[config.mk]
export PLATFORM = sky130hd
export DESIGN_NAME = alu_result_buffer
export DESIGN_NICKNAME = d
export VERILOG_FILES = /design/src/rtl/alu_pkg.sv /design/src/rtl/sync_fifo.sv /design/src/rtl/alu_result_buffer.sv
export SDC_FILE = /design/constraint.sdc
export NUM_CORES = 1
export LEC_CHECK = 0
export ABC_AREA = 1
export BUFFER_PORTS_ARGS = -buffer_cell sky130_fd_sc_hd__buf_2
export CAP_MARGIN = 40
export CORE_MARGIN = 2
export CORE_UTILIZATION = 55
export DETAILED_ROUTE_END_ITERATION = 16
export PLACE_DENSITY_LB_ADDON = 0.25
export SLEW_MARGIN = 20
export SYNTH_ARGS = -nofsm -noshare
export SYNTH_HDL_FRONTEND = slang
export SYNTH_SLANG_ARGS = --single-unit
[constraint.sdc]
create_clock -name clk -period 2.16 [get_ports clk]
set_input_delay 0.432 -clock clk [delete_from_list [all_inputs] [get_ports clk]]
set_output_delay 0.432 -clock clk [all_outputs]
set_load 0.02 [all_outputs]
[src/rtl/alu_pkg.sv]
// Shared ALU definitions: datapath width, opcode constants and the buffered-entry layout.
package alu_pkg;

  localparam int unsigned ALU_W = 7;

  localparam logic OP_ADD = 1'b0;
  localparam logic OP_SUB = 1'b1;

  typedef struct packed {
    logic             zf;
    logic [ALU_W-1:0] result;
  } alu_entry_t;

endpackage

[src/rtl/sync_fifo.sv]
// Synchronous FIFO with registered storage, wrapping pointers and an occupancy counter.
module sync_fifo #(
  parameter int unsigned Width = 8,
  parameter int unsigned Depth = 4
) (
  input  logic                   clk_i,
  input  logic                   rst_i,
  input  logic                   push_i,
  input  logic                   pop_i,
  input  logic [Width-1:0]       wdata_i,
  output logic [Width-1:0]       rdata_o,
  output logic                   full_o,
  output logic                   empty_o,
  output logic [$clog2(Depth):0] fill_o
);

  localparam int unsigned PtrW  = $clog2(Depth);
  localparam int unsigned FillW = PtrW + 1;

  logic [Width-1:0] mem_q [Depth];
  logic [PtrW-1:0]  wr_ptr_q, wr_ptr_d;
  logic [PtrW-1:0]  rd_ptr_q, rd_ptr_d;
  logic [FillW-1:0] fill_q, fill_d;
  logic             do_push, do_pop;

  assign full_o  = (fill_q == FillW'(Depth));
  assign empty_o = (fill_q == '0);
  assign fill_o  = fill_q;

  // A full FIFO may still take a push when the head leaves in the same cycle.
  assign do_pop  = pop_i & ~empty_o;
  assign do_push = push_i & (~full_o | do_pop);

  always_comb begin
    wr_ptr_d = wr_ptr_q;
    rd_ptr_d = rd_ptr_q;
    fill_d   = fill_q;
    if (do_push) begin
      wr_ptr_d = wr_ptr_q + PtrW'(1);
    end
    if (do_pop) begin
      rd_ptr_d = rd_ptr_q + PtrW'(1);
    end
    unique case ({do_push, do_pop})
      2'b10:   fill_d = fill_q + FillW'(1);
      2'b01:   fill_d = fill_q - FillW'(1);
      default: fill_d = fill_q;
    endcase
  end

  always_ff @(posedge clk_i) begin
    if (rst_i) begin
      wr_ptr_q <= '0;
      rd_ptr_q <= '0;
      fill_q   <= '0;
    end else begin
      wr_ptr_q <= wr_ptr_d;
      rd_ptr_q <= rd_ptr_d;
      fill_q   <= fill_d;
    end
  end

  always_ff @(posedge clk_i) begin
    if (do_push && !rst_i) begin
      mem_q[wr_ptr_q] <= wdata_i;
    end
  end

  // Stale storage is masked so an empty FIFO always presents zero.
  assign rdata_o = empty_o ? '0 : mem_q[rd_ptr_q];

endmodule

[src/rtl/alu_result_buffer.sv]
// Buffers ALU results for a valid/ready reader and keeps saturating result statistics.
module alu_result_buffer
  import alu_pkg::*;
#(
  parameter int unsigned WIDTH = ALU_W,
  parameter int unsigned DEPTH = 4,
  parameter int unsigned CNT_W = 8
) (
  input  logic                   clk,
  input  logic                   reset,
  input  logic                   in_valid,
  input  logic [WIDTH-1:0]       in_result,
  input  logic                   in_zf,
  output logic                   in_ready,
  output logic                   out_valid,
  output logic [WIDTH-1:0]       out_data,
  output logic                   out_nonzero,
  input  logic                   out_ready,
  input  logic                   clear_stats,
  output logic [CNT_W-1:0]       total_cnt,
  output logic [CNT_W-1:0]       nonzero_cnt,
  output logic [WIDTH-1:0]       max_result,
  output logic [CNT_W-1:0]       drop_cnt,
  output logic [$clog2(DEPTH):0] fill
);

  logic             push, pop, drop;
  logic             fifo_full, fifo_empty;
  logic [WIDTH:0]   wr_entry, rd_entry;
  logic [CNT_W-1:0] total_q, total_d;
  logic [CNT_W-1:0] nonzero_q, nonzero_d;
  logic [CNT_W-1:0] drop_q, drop_d;
  logic [WIDTH-1:0] max_q, max_d;

  assign in_ready  = ~fifo_full | out_ready;
  assign out_valid = ~fifo_empty;
  assign push      = in_valid & in_ready;
  assign pop       = out_valid & out_ready;
  assign drop      = in_valid & ~in_ready;

  assign wr_entry    = {in_zf, in_result};
  assign out_data    = rd_entry[WIDTH-1:0];
  assign out_nonzero = out_valid & ~rd_entry[WIDTH];

  sync_fifo #(
    .Width (WIDTH + 1),
    .Depth (DEPTH)
  ) u_fifo (
    .clk_i   (clk),
    .rst_i   (reset),
    .push_i  (push),
    .pop_i   (pop),
    .wdata_i (wr_entry),
    .rdata_o (rd_entry),
    .full_o  (fifo_full),
    .empty_o (fifo_empty),
    .fill_o  (fill)
  );

  // Clear takes priority over any same-cycle push or drop.
  always_comb begin
    total_d   = total_q;
    nonzero_d = nonzero_q;
    drop_d    = drop_q;
    max_d     = max_q;
    if (clear_stats) begin
      total_d   = '0;
      nonzero_d = '0;
      drop_d    = '0;
      max_d     = '0;
    end else begin
      if (push) begin
        if (total_q != '1) begin
          total_d = total_q + CNT_W'(1);
        end
        if (!in_zf && nonzero_q != '1) begin
          nonzero_d = nonzero_q + CNT_W'(1);
        end
        if (in_result > max_q) begin
          max_d = in_result;
        end
      end
      if (drop && drop_q != '1) begin
        drop_d = drop_q + CNT_W'(1);
      end
    end
  end

  always_ff @(posedge clk) begin
    if (reset) begin
      total_q   <= '0;
      nonzero_q <= '0;
      drop_q    <= '0;
      max_q     <= '0;
    end else begin
      total_q   <= total_d;
      nonzero_q <= nonzero_d;
      drop_q    <= drop_d;
      max_q     <= max_d;
    end
  end

  assign total_cnt   = total_q;
  assign nonzero_cnt = nonzero_q;
  assign drop_cnt    = drop_q;
  assign max_result  = max_q;

endmodule

# [After elaboration in Yosys (flattened, before gate mapping)]
# Memory sizes are Yosys's and may differ from the RTL's. A register that Yosys moved wholly into a read port is not among the register bits.
# Cells that the tools add are included.
[totals] inputBits=13 latchBits=0 ram_bits=32 n_memories=1 regBits=38 output_inout_bits=44 rom_bits=0
[memory_table] memory="u_fifo.mem_q" words=4 width=8 rd=1 rd_clocked_by_memory_dff=1 wr=1 line="sync_fifo.sv:20" text="logic [Width-1:0] mem_q [Depth];"
[classes] n_lt_le_gt_ge=1 n_reduce_logical=11 bitwise=12 div=0 shift=0 multipliers=0 n_addsub=7 eq_ne=6 mux=6
[op_table] operator="$add A8 B1 Y8 const B" n=3
[op_table] operator="$ne A8 B8 Y1 const B" n=3
[op_table] operator="$mux W8" n=1
[op_table] operator="$gt A7 B7 Y1" n=1
[op_table] operator="$and A1 B1 Y1" n=6
[op_table] operator="$pmux W3 S2" n=1
[op_table] operator="$reduce_and A2 Y1" n=3
[op_table] operator="$add A2 B1 Y2 const B" n=2
[op_table] operator="$mux W2" n=2
[op_table] operator="$not A1 Y1" n=4
[op_table] operator="$add A3 B1 Y3 const B" n=1
[op_table] operator="$eq A3 B3 Y1 const B" n=1
[op_table] operator="$logic_and A1 B1 Y1" n=3
[op_table] operator="$logic_not A3 Y1" n=1
[op_table] operator="$sub A3 B1 Y3 const B" n=1
[op_table] operator="$eq A2 B1 Y1 const B" n=1
[op_table] operator="$eq A2 B2 Y1 const B" n=1
[op_table] operator="$logic_not A1 Y1" n=2
[op_table] operator="$mux W1" n=2
[op_table] operator="$or A1 B1 Y1" n=2
[op_table] operator="$reduce_bool A2 Y1" n=1
[op_table] operator="$reduce_or A2 Y1" n=1

# [Longest topological paths before layout]
# Gate-level depths: netlist (run 1).
[depth] word_depth=9 mapped_depth=12

# [Hierarchy]
# A second synthesis (run 1) with hierarchy kept.
[hier_totals] hier_cells=454 area_unflattened_um2=3666.0
[by_module_without_submodules] module="alu_result_buffer" seq_area_each_um2=620.6 instances=1 area_per_inst_um2=1903.1 cells_each=285
[by_module_without_submodules] module="sync_fifo" seq_area_each_um2=1141.1 instances=1 area_per_inst_um2=1762.9 cells_each=169

# [Least setup slack after synthesis (run 1)]
# No wires, ideal clock.
[synth_path] kind="register to register" from="register u_fifo.fill_q[1], in the netlist u_fifo.fill_o[1]" to="register u_fifo.fill_q[2], in the netlist u_fifo.fill_o[2]" synth_period_minus_slack_ns=2.135 stages_incl_launch_ff=12 arrival_ns=2.013 n_path_buf=0 setup_time_ns=0.122 required_time_ns=2.038 path_slack_ns=0.025 path_cell_list="dfxtp_1 -> nor2_2 -> nand2_1 -> inv_2 -> nor2_2 -> ha_1 -> inv_1 -> fa_1 -> a21oi_1 -> o21ai_0 -> o21ai_0 -> a21oi_1"
[synth_via] elab_chain_len=8 elab_cells_between_ends=16 cone_classes="2 x add/sub; 3 x eq/ne; 1 x mux; 8 x bitwise; 2 x reduce/logical"
[synth_lines] element="start: declaration" line="sync_fifo.sv:23" text="logic [FillW-1:0] fill_q, fill_d;"
[synth_lines] element="start signal: assignment" line="sync_fifo.sv:59" text="fill_q <= fill_d;"
[synth_lines] element="$logic_not A3 Y1 *" line="sync_fifo.sv:27" text="assign empty_o = (fill_q == '0);"
[synth_lines] element="$not A1 Y1 *" line="alu_result_buffer.sv:36" text="assign out_valid = ~fifo_empty;"
[synth_lines] element="net out_valid" line="alu_result_buffer.sv:15" text="output logic out_valid,"
[synth_lines] element="$and A1 B1 Y1" line="alu_result_buffer.sv:38" text="assign pop = out_valid & out_ready;"
[synth_lines] element="$and A1 B1 Y1 *" line="sync_fifo.sv:31" text="assign do_pop = pop_i & ~empty_o;"
[synth_lines] element="net u_fifo.do_pop" line="sync_fifo.sv:24" text="logic do_push, do_pop;"
[synth_lines] element="$or A1 B1 Y1" line="sync_fifo.sv:32" text="assign do_push = push_i & (~full_o | do_pop);"
[synth_lines] element="$and A1 B1 Y1" line="sync_fifo.sv:32"
[synth_lines] element="$eq A2 B1 Y1 / $eq A2 B2 Y1 (equally long branches)" line="sync_fifo.sv:44" text="unique case ({do_push, do_pop})"
[synth_lines] element="$pmux W3 S2 / $reduce_bool A2 Y1 (equally long branches)"
# The timed path passes the listed nets; every way through them passes the cells marked *.
# A chain may end at the register's enable or synchronous reset.

# [Final worst setup path (run 1)]
[layout_path] from="register u_fifo.fill_q[1], in the netlist u_fifo.fill_o[1]" to="register u_fifo.fill_q[2], in the netlist u_fifo.fill_o[2]"
[layout_via] elab_chain_len=8 elab_cells_between_ends=16 cone_classes="2 x add/sub; 3 x eq/ne; 1 x mux; 8 x bitwise; 2 x reduce/logical"
[layout_lines] element="$logic_not A3 Y1 *" line="sync_fifo.sv:27"
[layout_lines] element="$not A1 Y1 *" line="sync_fifo.sv:31, alu_result_buffer.sv:36"
[layout_lines] element="$and A1 B1 Y1" line="alu_result_buffer.sv:38"
[layout_lines] element="$and A1 B1 Y1 *" line="sync_fifo.sv:31"
[layout_lines] element="net u_fifo.do_pop" line="sync_fifo.sv:24"
[layout_lines] element="$or A1 B1 Y1" line="sync_fifo.sv:32"
[layout_lines] element="$and A1 B1 Y1" line="sync_fifo.sv:32"
[layout_lines] element="$eq A2 B1 Y1 / $eq A2 B2 Y1 (equally long branches)" line="sync_fifo.sv:44"
[layout_lines] element="$pmux W3 S2 / $reduce_bool A2 Y1 (equally long branches)"
# Marked as above.

==> results of run 1 <==
## worst min path at each step
| stage | startpoint | endpoint | slack (ns) | cells past startpoint |
|---|---|---|---|---|
| CTS | in_zf | u_fifo.mem_q[1][7] | 0.32 | 1 |
| global route | in_zf | u_fifo.mem_q[1][7] | 0.33 | 1 |
| detailed placement | u_fifo.rd_ptr_q[0] | flop | 0.47 | 1 |
| global placement | u_fifo.fill_o[2] | u_fifo.fill_o[2] | 0.48 | 2 |
| floorplan | u_fifo.rd_ptr_q[0] | flop | 0.45 | 1 |
| finish | in_zf | u_fifo.mem_q[1][7] | 0.33 | 1 |
## registers in the layout (all words and copies together) (netlist names), named ones only
register and count:
u_fifo.rd_ptr_q 2, u_fifo.mem_q 32, total_cnt 8, max_result 7, u_fifo.wr_ptr_q 2, nonzero_cnt 8
drop_cnt 8, u_fifo.fill_o 3
## routing by layer
layer  GRT usage (%)  part of all wire [%]  vias to the layer above
met5               0                     0                        -
met4            6.20                  0.95                        0
met3            5.39                   4.1                        6
met2            33.0                    46                       47
met1            29.3                    49                     1375
li1                -                     -                     1550
## per-stage QoR
step                utilization [%]  power (mW)
global placement               63.0        2.61
global route                   65.9        3.78
finish                         65.9        3.54
detailed placement             63.0        2.63
floorplan                         -        2.35
CTS                            65.7        3.56
## layout by cell type, fill, tap and decap left out, types with 6 or more instances in the layout
master / Yosys / routed
nand2_1: 85 / 85
buf_2: 5 / 56
nor2_1: 53 / 53
inv_1: 51 / 50
dfxtp_1: 40 / 39
a21oi_1: 38 / 38
o21ai_0: 33 / 33
edfxtp_1: 32 / 32
nand3_1: 19 / 19
ha_1: 15 / 15
clkbuf_8: 0 / 9
nor2_2: 9 / 8
a21oi_2: 7 / 7
inv_2: 6 / 6
buf_4: 0 / 6
## power breakdown
part	total [mW]	switching (mW)	internal, mW	leakage (nW)
Clock	0.924	0.511	0.413	0.0792
Sequential	1.58	0.0747	1.51	0.616
Combinational	1.04	0.701	0.339	1.14
## cell usage after synthesis, types with 4 or more instances
master	n
nand2_1	85
inv_2	6
inv_1	51
nand3_1	19
dfxtp_1	40
edfxtp_1	32
xnor2_1	5
o21ai_0	33
ha_1	15
nand3b_1	4
nor2_2	9
xor2_1	5
nor2_1	53
buf_2	5
a21oi_1	38
nand4_1	5
a21oi_2	7
## worst max-delay path, stage by stage, from the launching register on
cell and delay [ns]:
dfxtp_1 0.38, nor2_2 0.07, nand2_1 0.08, inv_2 0.11, nor2_4 0.15, ha_1 0.17, inv_1 0.07, fa_1 0.37
a21oi_1 0.14, o21ai_0 0.11, o21ai_0 0.15, a21oi_1 0.06
## cells by family (layout without fill, tap and decap cells)
group                      count (synthesis)  count (layout)  share of synthesized area [%]
xor gates and xnor gates                  10              10                           2.38
adders and majority gates                 16              16                           5.66
and+or+nand+nor                          190             190                           24.5
DFF                                       72              72                           48.0
AOI/OAI and AO/OA                         81              81                           11.8
buffers and inverters                     66             136                           7.73
## what timing repair did
item / CTS / global route
buffers inserted: 0 / 1
endpoints found under the hold margin: 0 / 0
setup endpoints to repair: 0 / 9
gates resized for setup: 0 / 3
## final cells by class
type	instances	area (sq um)
clock buffer	9	124
clock inverter	7	46.3
fill	548	2180
inverter	58	224
multi-input combinational	297	1630
sequential	72	1760
tap	77	96.3
timing repair buffer	62	325
==> results.ini, run 1 <==
[outcome]
status = completed

[grt]
grt_pass1_wl_um = 12200
grt_max_degree = 19
grtUsageTotal_pct = 21.1
grt_pass1_vias = 2647
antenna_found_initial = 0
overflow = 0

[timing]
drv_slew = 0
finalCriticalPeriod_ns = 1.99
fmax_mhz = 504
slew-limit-headroom_pct = 48.8
tightest_slew_ns = 0.765
fin_hold_ws_ns = 0.334
skew_ns = 0.0148
setup_violations = 0
setup_tns_ns = 0
grt_setup_unrepaired = no
fin_ws_ns = 0.175
hold_viol = 0
period_share_pct = 91.9

[power]
irDropWorstVdd_v = 0.000722
power.leakage_nw = 1.83
power_density_nw_per_um2 = 842

[floorplan]
design.die.area_sq_um = 7350
coreArea_sq_um = 6390
chipHeight_um = 85.7
pin_count = 57
rows = 29
die_w_um = 85.7
initial_utilization_pct = 57.5

[placement]
post-place-ws_ns = 0.0501
place.gp.congestion = 0.850
dp_hpwl_um = 5110
dp.cells = 565
place_area_sq_um = 4020
place.port_buffers = 56

[flow_run]
cap_violations = 0

[logic_synthesis]
yosysSeqAreaShare_pct = 48.0
synth_edf_count = 32
ys_seq_elements = 72
synth-async-reset-ratio_pct = 0
synth_cell_types = 32
synth_warnings = 0
synth_top_area_share_pct = 26.2
ys.flop_type = dfxtp_1
netlist_instances = 435
synth_area_leaders = edfxtp_1 (26%), dfxtp_1 (22%), nand2_1 (8.7%), nor2_1 (5.4%), inv_1 (5.2%)
syn_nets = 464
syn_area_per_cell_sq_um = 8.44
syn-cell-area_sq_um = 3670
synth_top_area_cell = edfxtp_1

[layout]
final_layout_size_suffix_gt1_share_pct = 22.8
layout.nets = 529
area_growth_pct = 14.7
final_cells = 582
num_antenna_cells = 0
stdcell_area_sq_um = 4210

[clock_network]
htree_levels = 3
clockBufferDepth = 2
cts_made_buffers = 9
clk_pin_slew_ns = 0.08
cts_tree = built
clock_latency_ns = 0.34
cts_hold_buf = 0
cts_num_sinks = 72
cts_root_buffer = clkbuf_8

[routing]
drcViolationCount = 0
wl_um = 7170
drt_first_pass_iters = 4
drtIter0Drc = 140
antenna_left = 0
routedWlPerCell_um = 12.3
vias = 2978
viasPerCell = 5.12

[setup_path]
reg2reg_depth = 11
arrival_ns = 2.21
r2r_slack_ns = 0.17
path_class = reg2reg
crit_fanout = 10
crit_end = u_fifo.fill_o[2]
cp.required_ns = 2.38
crit_path_start = u_fifo.fill_o[1]
r2r-end = u_fifo.fill_o[2]
r2r-start = u_fifo.fill_o[1]
crit_path_end_kind = flop
cp-start-kind = flop

[min_path]
hp-class = in2reg

No activity file was read; power rests on OpenSTA's default activity.
==> inputs of run 2 (changes only) <==
==> constraint.sdc (replaced) <==
create_clock -name clk -period 2.16 [get_ports clk]
set_input_delay 0.432 -clock clk [delete_from_list [all_inputs] [get_ports clk]]
set_output_delay 0.432 -clock clk [all_outputs]
set_load 0.05 [all_outputs]
==> results.ini, run 2 (same netlist as run 1, synthesis figures left out) <==
[min_path]
hp-class = in2reg
hold_depth = 2  ; +1

[layout]
area_growth_pct = 16.1
num_antenna_cells = 0  ; unchanged
largest_reg_flops = 32  ; unchanged
final_cells = 583  ; +0.17%
layout_commonest_cell = nand2_1
max_flop_register = u_fifo.mem_q
layout.nets = 530  ; +0.19%
fin_util_pct = 66.8  ; +0.86 points
final_cell_mix = nand2_1 (84), nor2_1 (53), buf_2 (53)
stdcell_area_sq_um = 4270  ; +1.3%
final_layout_size_suffix_gt1_share_pct = 23.5  ; +0.75 points

[floorplan]
design.die.area_sq_um = 7350  ; unchanged
chipHeight_um = 85.7  ; unchanged
pin_count = 57  ; unchanged
die_w_um = 85.7  ; unchanged
coreArea_sq_um = 6390  ; unchanged
initial_utilization_pct = 57.5  ; unchanged
rows = 29  ; unchanged

[power]
power.leakage_nw = 1.86  ; +1.2%
power_density_nw_per_um2 = 960  ; +14%
power_mw = 4.09  ; +16%
irDropWorstVdd_v = 0.000942  ; +31%

[timing]
hold_viol = 0  ; unchanged
drv_slew = 0  ; unchanged
tightest_slew_ns = 0.744  ; -0.0217 ns
setup_violations = 0  ; unchanged
grt_setup_unrepaired = no
finalCriticalPeriod_ns = 2.06  ; +0.0716 ns
skew_ns = 0.00728  ; -0.00754 ns
fin_hold_ws_ns = 0.304  ; -0.0304 ns
fmax_mhz = 486  ; -3.5%
period_share_pct = 95.2  ; +3.3 points
slew-limit-headroom_pct = 50.2  ; +1.5 points

[placement]
place.gp.congestion = 0.832  ; -2.1%
dp.cells = 567  ; +0.35%
place.port_buffers = 56  ; unchanged
dp_hpwl_um = 5310  ; +3.9%
place_area_sq_um = 4050  ; +0.65%

[routing]
vias = 3006  ; +0.94%
drt_first_pass_iters = 4  ; unchanged
wl_um = 7270  ; +1.5%
viasPerCell = 5.16  ; +0.77%
drcViolationCount = 0  ; unchanged
routedWlPerCell_um = 12.5  ; +1.3%
drt-met1-wl_um = 3500  ; +0.29%
met2_wirelength_um = 3400  ; +2.8%
antenna_left = 0  ; unchanged
top_layer_used = met4
drtIter0Drc = 163  ; +16%
wl_met3_um = 283  ; -3.4%

[setup_path]
reg2reg_depth = 11  ; unchanged
crit_fanout = 8  ; -2
cp_slowest_cell = dfxtp_1
cp-start-kind = flop
arrival_ns = 1.62  ; -0.59 ns
cp_cell_sequence = buf_4 > nor2_1 > nor2_1 > o21ai_0 > a21oi_1 > clkbuf_4
critPathMostFrequentCell = nor2_1
crit_path_end_kind = output pin
path_class = reg2out
max_stage_delay_ns = 0.41  ; +0.03 ns
cp.required_ns = 1.73  ; -0.65 ns

[outcome]
status = completed

[clock_network]
cts_root_buffer = clkbuf_8
cts_made_buffers = 9  ; unchanged
clockBufferDepth = 2  ; unchanged
htree_levels = 3  ; unchanged
cts_hold_buf = 0  ; unchanged
clock_latency_ns = 0.35  ; about the same
cts_tree = built
cts_num_sinks = 72  ; unchanged
clk_pin_slew_ns = 0.08  ; about the same

[grt]
grt_pass1_vias = 2773  ; +4.8%
grtUsageTotal_pct = 20.8  ; -0.28 points
grt_pass1_wl_um = 12100  ; -1.5%
antenna_found_initial = 0  ; unchanged
overflow = 0  ; unchanged
grt_max_degree = 19  ; unchanged

[flow_run]
cap_violations = 0  ; unchanged

-- run 2: changes by cell type in the layout (fill, tap and decap cells not counted), sizes merged --
cell / change
clkinv: -2
bufinv: +1
clkinvlp: -1
inv: +1
clkbuf: +4
buf: -2
-- run 2: stage by stage --
stage	TNS, ns	setup slack (ns)
floorplan	0	0.0196
CTS	0	0.0663
detailed placement	-0.0335	-0.0335
global placement	0	0.108
finish	0	0.103
global route	0	0.00421
-- run 2: worst paths after layout --
check | from | endpoint | slack, ns
worst min register to register | u_fifo.rd_ptr_q[0] | flop | 0.50
worst min-delay path | reset | u_fifo.fill_o[1] | 0.30
worst max-delay path | flop | out_data[2] | 0.10
worst max register to register | u_fifo.fill_o[2] | u_fifo.fill_o[2] | 0.16
-- run 2: cell type report --
cell class                      instances  area [sq um]
Sequential cell                        72          1770
Clock buffer                           10           128
Inverter                               58           224
Multi-Input combinational cell        297          1640
Fill cell                             503          2120
Clock inverter                          6          67.6
Timing Repair Buffer                   63           340
Tap cell                               77          96.3
-- run 2: critical path, delay by kind of cell (launching register included) --
family,cells,cell delay (ns)
AOI/OAI and AO/OA,2,0.28
buffers and inverters,2,0.45
DFF,1,0.41
and+or+nand+nor,2,0.13
-- run 2: report_power, final --
group	internal (mW)	switching, mW	total, mW
combinational	0.373	1.08	1.46
sequential	1.51	0.0672	1.58
clock	0.539	0.521	1.06
-- run 2: repair_timing --
item                       in CTS  in global routing
setup endpoints to repair       0                  2
setup buffers                   0                  0
hold endpoints to repair        0                  0
resized for setup               0                  6
-- run 2: per-layer routing --
| layer | track usage, % | vias up |
|---|---|---|
| met4 | 8.23 | 0 |
| met2 | 33.2 | 55 |
| met5 | 0 | - |
| met1 | 27.3 | 1388 |
| li1 | - | 1555 |
| met3 | 5.49 | 8 |
==> inputs of run 3 (changes only) <==
--- a/config.mk
+++ b/config.mk
@@ -5,7 +5,7 @@
 export SDC_FILE = /design/constraint.sdc
 export NUM_CORES = 1
 export LEC_CHECK = 0
-export ABC_AREA = 1
+export ABC_AREA = 0
 export BUFFER_PORTS_ARGS = -buffer_cell sky130_fd_sc_hd__buf_2
 export CAP_MARGIN = 40
 export CORE_MARGIN = 2
==> results.ini, run 3 <==
[grt]
grt_pass1_wl_um = 10100  ; -16%
grtUsageTotal_pct = 20.6  ; -0.20 points
grt_max_degree = 24  ; +5
antenna_found_initial = 0  ; unchanged
overflow = 0  ; unchanged
grt_pass1_vias = 2171  ; -22%

[logic_synthesis]
netlist_instances = 288  ; -34%
yosysSeqAreaShare_pct = 54.2  ; +6.2 points
synth_fa_ha_area_share_pct = 6.39  ; +0.73 points
synth_xor_area_share_pct = 2.69  ; +0.31 points
ys_seq_elements = 72  ; unchanged
synth_area_leaders = edfxtp_1 (30%), dfxtp_1 (25%), ha_1 (5.8%), mux4_2 (5.5%), mux2i_1 (3.1%)
syn_area_per_cell_sq_um = 11.3  ; +34%
synth_warnings = 0  ; unchanged
synth_top_area_cell = edfxtp_1
muxShareOfSynthArea_pct = 8.62  ; +8.6 points
synth_compound_area_share_pct = 9.51  ; -2.2 points
synthTopCellsByCount = dfxtp_1 (40), edfxtp_1 (32), nand2_1 (25)
synth_edf_count = 32  ; unchanged
yosys.area_share.simple_pct = 15.2  ; -9.3 points
ys.flop_type = dfxtp_1
synth-async-reset-ratio_pct = 0  ; unchanged
synth_top_family_by_area = simple AND/OR/NAND/NOR gates
syn-cell-area_sq_um = 3250  ; -11%
synth_cell_types = 42  ; +31%
synth_top_area_share_pct = 29.6  ; +3.4 points
syn_nets = 317  ; -32%
synth_most_common_cell = dfxtp_1

[timing]
period_share_pct = 97.1  ; +1.8 points
skew_ns = 0.00783  ; +0.000555 ns
setup_violations = 0  ; unchanged
tightest_slew_ns = 0.619  ; -0.125 ns
finalCriticalPeriod_ns = 2.10  ; +0.0395 ns
slew-limit-headroom_pct = 58.1  ; +7.9 points
drv_slew = 0  ; unchanged
hold_viol = 0  ; unchanged
fin_hold_ws_ns = 0.337  ; +0.0335 ns
fmax_mhz = 477  ; -1.9%

[layout]
final_layout_size_suffix_gt1_share_pct = 29.9  ; +6.4 points
layout.nets = 388  ; -27%
num_antenna_cells = 0  ; unchanged
fin_util_pct = 71.2  ; +4.4 points
final_cell_mix = buf_2 (49), dfxtp_1 (36), edfxtp_1 (32)
largest_reg_flops = 32  ; unchanged
layout_commonest_cell = buf_2
fill_cells = 439  ; -13%
max_flop_register = u_fifo.mem_q
area_growth_pct = 22.8

[routing]
drt_first_pass_iters = 4  ; unchanged
drtIter0Drc = 129  ; -21%
drcViolationCount = 0  ; unchanged
wl_um = 6400  ; -12%
vias = 2415  ; -20%
antenna_left = 0  ; unchanged
routedWlPerCell_um = 14.7  ; +18%
viasPerCell = 5.54  ; +7.4%

[clock_network]
htree_levels = 3  ; unchanged
cts_hold_buf = 0  ; unchanged
cts_tree = built
post-cts-setup-buffers = 0  ; unchanged
cts_num_sinks = 72  ; unchanged
cts_root_buffer = clkbuf_8
clock_latency_ns = 0.34  ; about the same
cts_made_buffers = 9  ; unchanged
clockBufferDepth = 2  ; unchanged
clk_pin_slew_ns = 0.08  ; about the same

[placement]
place.port_buffers = 56  ; unchanged
place.gp.congestion = 0.790  ; -5.0%
dp_hpwl_um = 4550  ; -14%

[setup_path]
crit_fanout = 8  ; unchanged
r2r-start = u_fifo.fill_o[1]
cp-start-kind = flop
cp.required_ns = 1.73  ; about the same
crit_path_end_kind = output pin
path_class = reg2out
arrival_ns = 1.66  ; +0.04 ns

[outcome]
status = completed

[min_path]
hp-class = in2reg
worstHoldStart = in_result[5]

[power]
power.leakage_nw = 1.61  ; -13%
irDropWorstVdd_v = 0.000684  ; -27%
power_density_nw_per_um2 = 1040  ; +8.5%

[floorplan]
design.die.area_sq_um = 6540  ; -11%
chipHeight_um = 80.9  ; -5.6%
pin_count = 57  ; unchanged
coreArea_sq_um = 5610  ; -12%
initial_utilization_pct = 58.0  ; +0.46 points
rows = 27  ; -6.9%
die_w_um = 80.9  ; -5.6%

[flow_run]
cap_violations = 0  ; unchanged

[run 3: cell families after synthesis]
kind of cell / count (synthesis)
multiplexers: 18
flip-flops: 72
AO/OA/AOI/OAI: 47
AND/OR/NAND/NOR: 96
adder cells (fa/ha/maj): 16
XOR/XNOR: 10
buffers and inverters: 29
[run 3: worst max-delay path, stage by stage (launching register included)]
cell and delay [ns]:
dfxtp_2 0.33, buf_8 0.14, mux4_2 0.50, and2_1 0.17, buf_4 0.18
[run 3: through the flow]
step                TNS [ns]  instances  total power [mW]  cell area (sq um)  setup WS, ns
finish                     0        436              4.16               3990        0.0636
global placement           0        419              2.79               3690       0.00637
global route         -0.0216        436              4.32               3990       -0.0167
floorplan             -0.200        288              2.51               3260        -0.200
detailed placement   -0.0898        420              2.81               3690       -0.0898
CTS                        0        436              4.08               3940       0.00162
[run 3: area by class of cell]
cell class / instances / area [sq um] / share of cell area (%)
inverters: 19 / 71.3 / 1.79
multi-input cells: 187 / 1390 / 34.8
well taps: 72 / 90.1 / 2.26
flip-flops and latches: 72 / 1770 / 44.4
clock buffers: 9 / 124 / 3.10
repair buffers: 70 / 425 / 10.7
clock inverters: 7 / 119 / 2.98
[run 3: repair_timing]
action | 4_1_cts | 5_1_grt
endpoints found under the setup margin | 8 | 9
resized for setup | 2 | 24
cloned | 0 | 0
pin swaps | 0 | 2
[run 3: report_power, final]
part / internal, mW / switching, mW / leakage [nW] / total, mW
sequential: 1.51 / 0.0726 / 0.617 / 1.59
combinational: 0.479 / 0.823 / 0.880 / 1.30
clock: 0.769 / 0.501 / 0.117 / 1.27
total: 2.76 / 1.40 / 1.61 / 4.16
[run 3: final timing paths]
kind         cells after the start            endpoint  slack (ns)
max                              4         out_data[3]        0.06
min                              1  u_fifo.mem_q[0][5]        0.34
max reg2reg                      9    u_fifo.fill_o[2]        0.08
min reg2reg                      2       max_result[4]        0.48
[run 3: layer usage]
layer,wire (um),share of wire (%),vias to the layer above,global-route usage [%]
li1,-,-,1189,-
met1,2940,46,1155,27.5
met2,3060,48,59,32.5
met3,256,4.0,12,4.11
met4,138,2.2,0,10.0
met5,0,0,-,0
